## config.mk

```make
export PLATFORM = sky130hd
export DESIGN_NAME = alu_cmd_sequencer
export DESIGN_NICKNAME = d
export VERILOG_FILES = /design/src/rtl/alu_cmd_sequencer.sv
export SDC_FILE = /design/constraint.sdc
export NUM_CORES = 1
export LEC_CHECK = 0
export ABC_AREA = 1
export CAP_MARGIN = 40
export CORE_MARGIN = 4
export CORE_UTILIZATION = 45
export DETAILED_ROUTE_END_ITERATION = 6
export DONT_BUFFER_PORTS = 1
export REMOVE_ABC_BUFFERS = 1
export SYNTH_ARGS = -nofsm -noshare
export SYNTH_HDL_FRONTEND = slang
export SYNTH_SLANG_ARGS = --single-unit
```

## constraint.sdc

```tcl
create_clock -name clk -period 1.8 [get_ports clk]
set_clock_uncertainty 0.05 [all_clocks]
set_input_delay 0.36 -clock clk [delete_from_list [all_inputs] [get_ports clk]]
set_output_delay 0.36 -clock clk [all_outputs]
set_load 0.01 [all_outputs]
```

## src/rtl/alu_cmd_sequencer.sv

```systemverilog
// Initiator for a registered N-bit ALU: takes commands over valid/ready, drives the ALU,
// waits out its one-cycle latency, and returns the captured result over valid/ready.
module alu_cmd_sequencer #(
  parameter int N     = 4,
  parameter int CNT_W = 8
) (
  input  logic             clk,
  input  logic             reset,
  input  logic             cmd_valid,
  output logic             cmd_ready,
  input  logic [N-1:0]     cmd_opnd1,
  input  logic [N-1:0]     cmd_opnd2,
  input  logic [1:0]       cmd_op,
  input  logic             cmd_chain,
  output logic [N-1:0]     opnd1,
  output logic [N-1:0]     opnd2,
  output logic [1:0]       operation,
  input  logic [N-1:0]     alu_result,
  output logic             rsp_valid,
  input  logic             rsp_ready,
  output logic [N-1:0]     rsp_result,
  output logic [CNT_W-1:0] rsp_count,
  output logic             busy
);

  localparam logic [1:0] IDLE    = 2'd0;
  localparam logic [1:0] ISSUE   = 2'd1;
  localparam logic [1:0] CAPTURE = 2'd2;
  localparam logic [1:0] RESP    = 2'd3;

  logic [1:0]   state_r;
  logic [1:0]   state_s;
  logic [N-1:0] last_result_r;
  logic         accept_s;
  logic         rsp_done_s;

  assign cmd_ready  = (state_r == IDLE);
  assign busy       = (state_r != IDLE);
  // Command fields are only sampled on an accept, so X on idle inputs never reaches state.
  assign accept_s   = cmd_valid && cmd_ready;
  assign rsp_done_s = (state_r == RESP) && rsp_valid && rsp_ready;

  // Next-state decode.
  always_comb begin
    state_s = state_r;
    case (state_r)
      IDLE: begin
        if (accept_s) begin
          state_s = ISSUE;
        end else begin
          state_s = IDLE;
        end
      end
      ISSUE:   state_s = CAPTURE;
      CAPTURE: state_s = RESP;
      RESP: begin
        if (rsp_done_s) begin
          state_s = IDLE;
        end else begin
          state_s = RESP;
        end
      end
      default: state_s = IDLE;
    endcase
  end

  // State register.
  always_ff @(posedge clk or posedge reset) begin
    if (reset) begin
      state_r <= IDLE;
    end else begin
      state_r <= state_s;
    end
  end

  // ALU operand and operation registers; they keep the last issued command until reset.
  always_ff @(posedge clk or posedge reset) begin
    if (reset) begin
      opnd1     <= {N{1'b0}};
      opnd2     <= {N{1'b0}};
      operation <= 2'b00;
    end else if (accept_s) begin
      opnd1     <= cmd_chain ? last_result_r : cmd_opnd1;
      opnd2     <= cmd_opnd2;
      operation <= cmd_op;
    end
  end

  // Result capture, response handshake and completed-response counter.
  always_ff @(posedge clk or posedge reset) begin
    if (reset) begin
      rsp_result    <= {N{1'b0}};
      last_result_r <= {N{1'b0}};
      rsp_valid     <= 1'b0;
      rsp_count     <= {CNT_W{1'b0}};
    end else if (state_r == CAPTURE) begin
      rsp_result    <= alu_result;
      last_result_r <= alu_result;
      rsp_valid     <= 1'b1;
    end else if (rsp_done_s) begin
      rsp_valid     <= 1'b0;
      rsp_count     <= rsp_count + {{(CNT_W-1){1'b0}}, 1'b1};
    end
  end

endmodule

```

# Yosys cells after proc, flatten, opt, wreduce, memory -nomap -nowiden
# Cells that the tools add are included.
[op_classes] n_addsub=1 eq_ne=3 n_mux=6 bitwise=1 n_reduce_logical=7
[ops] operator="$add A8 B1 Y8 const B" count=1
[ops] operator="$pmux W2 S4" count=1
[ops] operator="$eq A2 B2 Y1 const B" count=2
[ops] operator="$mux W4" count=1
[ops] operator="$reduce_bool A2 Y1" count=2
[ops] operator="$logic_and A1 B1 Y1" count=3
[ops] operator="$mux W1" count=3
[ops] operator="$eq A2 B1 Y1 const B" count=1
[ops] operator="$logic_not A2 Y1" count=1
[ops] operator="$mux W2" count=1
[ops] operator="$reduce_and A2 Y1" count=1
[ops] operator="$not A1 Y1" count=1
[word_totals] ff_bits=25 input_bits=19 output_inout_bits=25 wordCells=25

# Depth between registers and ports, before layout
[logic_depth] depth_word=5 depth_mapped=7 depth_no_buf=7

# Worst setup path after synthesis
# OpenSTA, ideal clock, no wires.
[synth_timing] path_type="register -> register" start="register state_r[1]" end="register opnd1[0]" setup_time_ps=124 t_arrival_ps=1173 required_ps=1626 slack_ps=453 path_stages_with_launch=6 path_buffers=1 period_less_slack_ps=1347 cell_sequence="dfrtp_1 nor2_1 nand2_2 clkbuf_8 nand2_1 o31ai_1"
[synth_between] elab_chain_len=2
[synth_lines] element="from (decl)" line_no="31" text="logic [1:0] state_r;"
[synth_lines] element="from (signal assigned)" line_no="72" text="state_r <= state_s;"
[synth_lines] element="$logic_not A2 Y1" line_no="37" text="assign cmd_ready = (state_r == IDLE);"
[synth_lines] element="via cmd_ready" line_no="10" text="output logic cmd_ready,"
[synth_lines] element="$logic_and A1 B1 Y1" line_no="40" text="assign accept_s = cmd_valid && cmd_ready;"
[synth_lines] element="to (signal assigned)" line_no="79" text="opnd1 <= {N{1'b0}};"
[synth_lines] element="to (signal assigned)" line_no="83" text="opnd1 <= cmd_chain ? last_result_r : cmd_opnd1;"
[synth_lines] element="to (decl)" line_no="15" text="output logic [N-1:0] opnd1,"
# The timed path passes the listed nets, and every way through them passes these cells.
# A chain may end at the register's enable or synchronous reset.

# Worst setup path after layout
[layout_timing] start="register state_r[1]" end="output busy"
[layout_between] elab_chain_len=1
[layout_lines] element="$reduce_bool A2 Y1" line_no="38" text="assign busy = (state_r != IDLE);"
[layout_lines] element="to (decl)" line_no="23" text="output logic busy"
# Every way passes these cells.

==> reports/metrics.cfg <==
[finish]
num_antenna_cells = 0
multi_input_area_um2 = 395.4
drive_above_1_share = 0.06818
n_fill_cell = 224
final_net_count = 153
area_delta_synth_final_pct = 7.020
seqCellArea_um2 = 625.6
final_area_um2 = 1164

[route]
finalWirelength_um = 2088
wire_per_inst_um = 13.05
first_iter_violations = 29
ant_nets = 0
drc = 0
num_vias = 799
vias_per_cell = 4.994
drt_pass1_iterations = 4

[clock_network]
cts_tree = done
clkTransAtPathRegs_ps = 140
numCtsBuffers = 3
worstSkewPairLatency_ps = 320
htreeDepth = 1
postCtsSetupRepairBufs = 0
clk_path_buf_depth = 2
cts_resized = 0
hold_buffers = 1
cts.sink_count = 25
ctsRootBufferMaster = clkbuf_4

[floorplan]
coreArea_um2 = 2255
die_h_um = 57.16
start_util = 0.4822
die-area_um2 = 3267
die_width_um = 57.16
row_count = 17
ios = 44

[timing]
finalHoldViolCount = 0
fin_crit_ps = 1609
drv_slew = 0
holdWs_ps = 88.86
max_freq_mhz = 621.6
maxSlewHeadroom = 0.6862
setup_viol_count_final = 0
layout_setup_ws_ps = 191.2
rsz0062_at_grt = no
final.period_utilization = 0.8938
tns_ps = 0
tightest_slew_ps = 469.0

[global_route]
grt_pass1_wl_um = 3429
antenna_found_initial = 0
grt_max_degree = 26
grt_pass1_vias = 764
gr-usage-all-layers = 0.1334
grt.overflow.total = 0

[critical_path]
start_kind = flop
required_ps = 1390
critical_path_class = flop to output pin
critPathMaxStageDelay_ps = 470
cp_max_fo = 7
crit_path_end_kind = output pin
worstPathCellList = nor2_1, buf_4, inv_1
cp.arrival_ps = 1200
crit_path_top_delay_cell = dfrtp_1

[power_and_ir_drop]
seqPwrFrac = 0.596
pwr-share-comb = 0.270
switching_share = 0.4271
p_per_area_nw_per_um2 = 1642
p_leak_uw = 0.0006066
p_int_uw = 1095
switching_power_uw = 816.1
clkPwrFrac = 0.135
ir_drop_mv = 0.8071

[logic_synthesis]
synth.distinct_cells = 15
ys.warnings.count = 0
async_flop_share = 1.000
ys_ff_latch = 25
synthFlopType = dfrtp_1
synth_top_area_frac = 0.5754
synth_area_leaders = dfrtp_1 (58%), nand2_1 (17%), nor2_1 (5.2%)
synth_common_cells = nand2_1 (49), dfrtp_1 (25), nor2_1 (15)
synth_top_cell_by_area = dfrtp_1
synth_enable_flop_cells = 0
syn-cell-area_um2 = 1087
synth_most_common_cell = nand2_1
seq_area_frac_synth = 0.5754
syn_inst = 126
synth_area_per_cell_um2 = 8.629

[placed_design]
placed_area_um2 = 1124
gp_congestion = 0.7803
port_buffers = 0
place_ws_ps = 263.7
place_hpwl_um = 1550

[outcome]
status = finished clean

[worst_hold_path]
hold_class = input pin to flop

[job]
maxCapViolCount = 0

[kinds of logic after synthesis]
kind of cell    share of synthesized area
simple gates                       0.2716
flops                              0.5754
buf+inv                           0.06099
compound gates                    0.04833
xor+xnor                          0.03223
fa+ha+maj                         0.01151
[critical path: cells and delay by family, from the launching register on]
family	cells	cell delay, ps
DFF	1	470
and+or+nand+nor	1	180
buffers and inverters	2	230
[state kept, by name, indices dropped and copies added, names as in the netlist]
register,count
rsp_count,8
last_result_r,4
opnd1,4
opnd2,4
operation,2
state_r,2
rsp_valid,1
[path summary, 6_finish.rpt]
path | from | end | slack [ps] | cells past startpoint
worst max-delay path | state_r[1] | busy | 190 | 3
min in group asynchronous | reset | opnd2[3] | 470 | 3
max in group asynchronous | reset | opnd1[0] | 980 | 3
worst min register to register | opnd2[3] | opnd2[3] | 520 | 2
worst min-delay path | cmd_opnd2[1] | opnd2[1] | 90 | 2
worst max register to register | state_r[1] | rsp_count[6] | 250 | 5
[final cells by class]
class	instances	share of cell area
clock buffer	3	0.01935
clock inverter	1	0.006452
inverter	12	0.03871
multi-input combinational	87	0.3398
sequential	25	0.5376
tap	28	0.03011
timing repair buffer	4	0.02796
[power by group through the flow]
stage / sequential [µW] / clock (µW) / combinational [µW]
5_1_grt: 1190 / 289 / 608
2_1_floorplan: 1090 / 0 / 420
3_5_place_dp: 1160 / 0 / 517
6_report: 1140 / 257 / 515
3_3_place_gp: 1150 / 0 / 502
4_1_cts: 1150 / 270 / 524
[stage by stage]
stage / instances / util / power [µW]
after floorplan: 124 / - / 1511
after global placement: 155 / 0.4983 / 1653
after detailed placement: 155 / 0.4983 / 1679
after CTS: 160 / 0.5161 / 1943
after global routing: 160 / 0.5161 / 2083
final: 160 / 0.5161 / 1911
[layout by cell type (no fill, tap or decap)]
cell           count
o21ai_0            3
nand4_1            2
xnor2_1            1
nand3_1            6
o31ai_1            4
buf_4              3
dlygate4sd3_1      1
dfrtp_1           25
clkinvlp_4         1
inv_1             12
nand2_2            2
xor2_1             3
nor2_1            15
clkbuf_4           3
ha_1               1
o211ai_1           1
nand2_1           49
[layer usage]
metal,global-route usage,share of wire
met1,0.1628,0.43
met2,0.2170,0.46
met3,0.04751,0.10
met4,0.04967,0.0077
met5,0,0
Note: power is estimated with default switching activity, not from simulation.
==> patch 1, RTL diff (config.mk and constraints unchanged) <==
`CNT_W`: 8 -> 12.
--- a/src/rtl/alu_cmd_sequencer.sv
+++ b/src/rtl/alu_cmd_sequencer.sv
@@ -2,7 +2,7 @@
 // waits out its one-cycle latency, and returns the captured result over valid/ready.
 module alu_cmd_sequencer #(
   parameter int N     = 4,
-  parameter int CNT_W = 8
+  parameter int CNT_W = 12
 ) (
   input  logic             clk,
   input  logic             reset,
Interface: changed (resized rsp_count); port bits go from 44 to 48. The function was not compared with the original's and may differ.
==> patch 1 against the original RTL <==
  * Register-to-register slack improved by 0.13 ns
  * Total power increased by 11%
  * Cell area increased by 21%
  * Area after synthesis rose by 19%
  * Worst setup slack gained 0.020 ns
  * Cell count increased by 15%
  * Clock power increased by 50%
  * Sequential cell count grew 4
  * Combinational power increased by 4.7%
  * First-iteration DRC count fell by 55%
  * Non-clock buffer count down 1
  * Wire length grew 13%
==> patch 1: results (changes against the original RTL) <==
{
  "dpl_worst_slack": {"value": 0.378, "unit": "ns", "change": "was 0.264 ns"},
  "flip_flop_count_of_the_largest_register_after_layout": {"value": 12, "change": "was 8"},
  "fillCellCount": {"value": 274, "change": "was 224"},
  "min-delay-start": {"value": "cmd_opnd2[2]", "change": "was cmd_opnd2[1]"},
  "grt_pass1_wl": {"value": 3.92, "unit": "mm", "change": "was 3.43 mm"},
  "clock_tree.htree_level_count": {"value": 2, "change": "was 1"},
  "place_area": {"value": 0.00134, "unit": "mm²", "change": "was 0.00112 mm²"},
  "post_drt_via_cell_ratio": {"value": 4.98, "change": "was 4.99"},
  "regToRegStartpoint": {"value": "rsp_count[0]", "change": "was state_r[1]"},
  "cts_inserted_buffers": {"value": 5, "change": "was 3"},
  "power.ir.vdd_worst": {"value": 0.824, "unit": "mV", "change": "was 0.807 mV"},
  "hold-worst-slack": {"value": 0.104, "unit": "ns", "change": "was 0.0889 ns"},
  "cts.reportedPaths.clkPinSlew": {"value": 0.08, "unit": "ns", "change": "was 0.14 ns"},
  "post_synth_inst_count": {"value": 144, "change": "was 126"},
  "drt_first_pass_iters": {"value": 2, "change": "was 4"},
  "synthAdderAreaFrac": {"value": 0.00969, "change": "was 0.0115"},
  "first_global_vias": {"value": 908, "change": "was 764"},
  "tightest_slew": {"value": 0.358, "unit": "ns", "change": "was 0.469 ns"},
  "power.leakage": {"value": 0.754, "unit": "nW", "change": "was 0.607 nW"},
  "layout-area-overhead-vs-synth": {"value": 8.82, "unit": "%", "change": "was 7.02%"},
  "detailedPlacementHpwl": {"value": 1.80, "unit": "mm", "change": "was 1.55 mm"},
  "final_cells": {"value": 184, "change": "was 160"},
  "ff2ff_path_depth": {"value": 8, "change": "was 5"},
  "p_sw_frac": {"value": 0.398, "change": "was 0.427"},
  "routedWlPerCell": {"value": 12.9, "unit": "µm", "change": "was 13.1 µm"},
  "outcome": {"value": "complete, no violations", "change": "unchanged"},
  "synth-seq-area-share": {"value": 0.562, "change": "was 0.575"}
}
==> patch 1: changes by cell type after synthesis, moves of 4 or more <==
| cell | change |
|---|---|
| sky130_fd_sc_hd__a21oi_1 | +4 |
| sky130_fd_sc_hd__dfrtp_1 | +4 |
| sky130_fd_sc_hd__nand2_1 | +4 |
| sky130_fd_sc_hd__nand3_1 | -4 |
| sky130_fd_sc_hd__nor2_1 | -4 |
| sky130_fd_sc_hd__o21ai_0 | +5 |
| sky130_fd_sc_hd__o31ai_1 | -4 |
==> patch 1: cell type report <==
cell class / count / area share
clock buffers: 7 / 0.0392
inverters: 15 / 0.0401
multi-input cells: 99 / 0.359
flip-flops and latches: 29 / 0.516
well taps: 31 / 0.0276
repair buffers: 3 / 0.0178
==> patch 1: per-layer routing <==
layer  up-vias  GRT usage  part of all wire
li1        461          -                 -
met4         0     0.0636             0.012
met1       417      0.165              0.43
met2        34      0.221              0.46
met3         4     0.0776             0.095
met5         -          0                 0
==> patch 2, RTL diff (same flow settings) <==
Made on the original files. Make the reset (`reset`) synchronous in 3 clocked blocks.
--- a/src/rtl/alu_cmd_sequencer.sv
+++ b/src/rtl/alu_cmd_sequencer.sv
@@ -65,7 +65,7 @@
   end
 
   // State register.
-  always_ff @(posedge clk or posedge reset) begin
+  always_ff @(posedge clk) begin
     if (reset) begin
       state_r <= IDLE;
     end else begin
@@ -74,7 +74,7 @@
   end
 
   // ALU operand and operation registers; they keep the last issued command until reset.
-  always_ff @(posedge clk or posedge reset) begin
+  always_ff @(posedge clk) begin
     if (reset) begin
       opnd1     <= {N{1'b0}};
       opnd2     <= {N{1'b0}};
@@ -87,7 +87,7 @@
   end
 
   // Result capture, response handshake and completed-response counter.
-  always_ff @(posedge clk or posedge reset) begin
+  always_ff @(posedge clk) begin
     if (reset) begin
       rsp_result    <= {N{1'b0}};
       last_result_r <= {N{1'b0}};
Formal check against the unedited RTL: differs if reset is asserted again (counterexample within 4 cycles, from zero or initial values and one cycle with reset high); with reset held inactive, the same outputs for 10 cycles.
==> patch 2 against the original RTL <==
  * Utilization is 2.3 points lower
  * Global-route usage is 0.57 points higher
  * Hold slack worse by 0.051 ns
  * Critical path depth is 2 higher
  * Worst setup slack better by 0.16 ns
  * Die area is 3.0% lower
  * Cell area is 6.3% lower
  * Wire length is 5.7% higher
  * Sequential cell count stayed put
  * Area after synthesis is 3.5% lower
  * First-iteration DRC count is 66% lower
Power is not compared: it rests on default switching activity, and its combinational part moved more than twofold at a synthesized area within 25%.
==> patch 2: results (changes against the original RTL) <==
{
  "outcome": {"value": "complete, no violations", "change": "unchanged"},
  "critical_path.top_delay_family": {"value": "simple AND/OR/NAND/NOR gates", "change": "was flip-flops"},
  "detailedPlacementHpwl": {"value": 1.64, "unit": "mm", "change": "was 1.55 mm"},
  "final_cells": {"value": 179, "change": "was 160"},
  "worstHoldEndpoint": {"value": "opnd1[2]", "change": "was opnd2[1]"},
  "synth_cell_type_count": {"value": 18, "change": "was 15"},
  "highest_fanout_seen_on_the_critical_path": {"value": 12, "change": "was 7"},
  "finalWeightedCongestion": {"value": 0.721, "change": "was 0.780"},
  "timing.critical_path.slowest_cell_delay": {"value": 0.35, "unit": "ns", "change": "was 0.47 ns"},
  "detailedRoute.firstIterationViolations": {"value": 10, "change": "was 29"},
  "synth_xor_area_frac": {"value": 0, "change": "was 0.0322"},
  "ys_dominant_reg_cell": {"value": "sky130_fd_sc_hd__dfxtp_1", "change": "was sky130_fd_sc_hd__dfrtp_1"},
  "fin_util": {"value": 0.493, "change": "was 0.516"},
  "synth-seq-area-share": {"value": 0.477, "change": "was 0.575"},
  "crit_path_start": {"value": "state_r[1]", "change": "unchanged"},
  "vias_after_detailed_routing": {"value": 933, "change": "was 799"},
  "first_global_vias": {"value": 836, "change": "was 764"},
  "totalWireLength": {"value": 2.21, "unit": "mm", "change": "was 2.09 mm"},
  "fillCellCount": {"value": 247, "change": "was 224"},
  "ys_top_cells_by_count": {"value": "sky130_fd_sc_hd__nor2_1, sky130_fd_sc_hd__nand2_1, sky130_fd_sc_hd__dfxtp_1", "change": "was sky130_fd_sc_hd__nand2_1, sky130_fd_sc_hd__dfrtp_1, sky130_fd_sc_hd__nor2_1"},
  "finalNetCount": {"value": 172, "change": "was 153"},
  "worstHoldPathCells": {"value": 1, "change": "was 2"},
  "synth-compound-area-share": {"value": 0.120, "change": "was 0.0483"},
  "global_route.usage.total": {"value": 0.139, "change": "was 0.133"},
  "placed_insts": {"value": 175, "change": "was 155"},
  "min-delay-start": {"value": "reset", "change": "was cmd_opnd2[1]"}
}
[patch 2: cells by family after synthesis]
family                     Yosys count
DFF                                 25
buffers and inverters               22
and+or+nand+nor                     77
adders and majority gates            1
AOI/OAI and AO/OA                   25
[patch 2: area by class of cell]
cell class / instances / area, µm² / area share
multi-input combinational: 103 / 457 / 0.419
inverter: 19 / 71.3 / 0.0654
clock buffer: 4 / 26.3 / 0.0241
tap: 28 / 35.0 / 0.0321
sequential: 25 / 500 / 0.459
[patch 2: per-stage QoR]
| stage | setup WS, ns | area (µm²) | power (mW) |
|---|---|---|---|
| final | 0.355 | 1090 | 0.999 |
| after global placement | 0.460 | 1060 | 0.756 |
| after global routing | 0.213 | 1090 | 1.06 |
| after floorplan | 0.593 | 1030 | 0.732 |
| after CTS | 0.348 | 1090 | 1.01 |
| after detailed placement | 0.382 | 1060 | 0.761 |
[patch 2: routing by layer]
metal / GRT usage / wire [µm]
met5: 0 / 0
met1: 0.157 / 941
met2: 0.225 / 1030
met3: 0.0621 / 219
met4: 0.0610 / 17
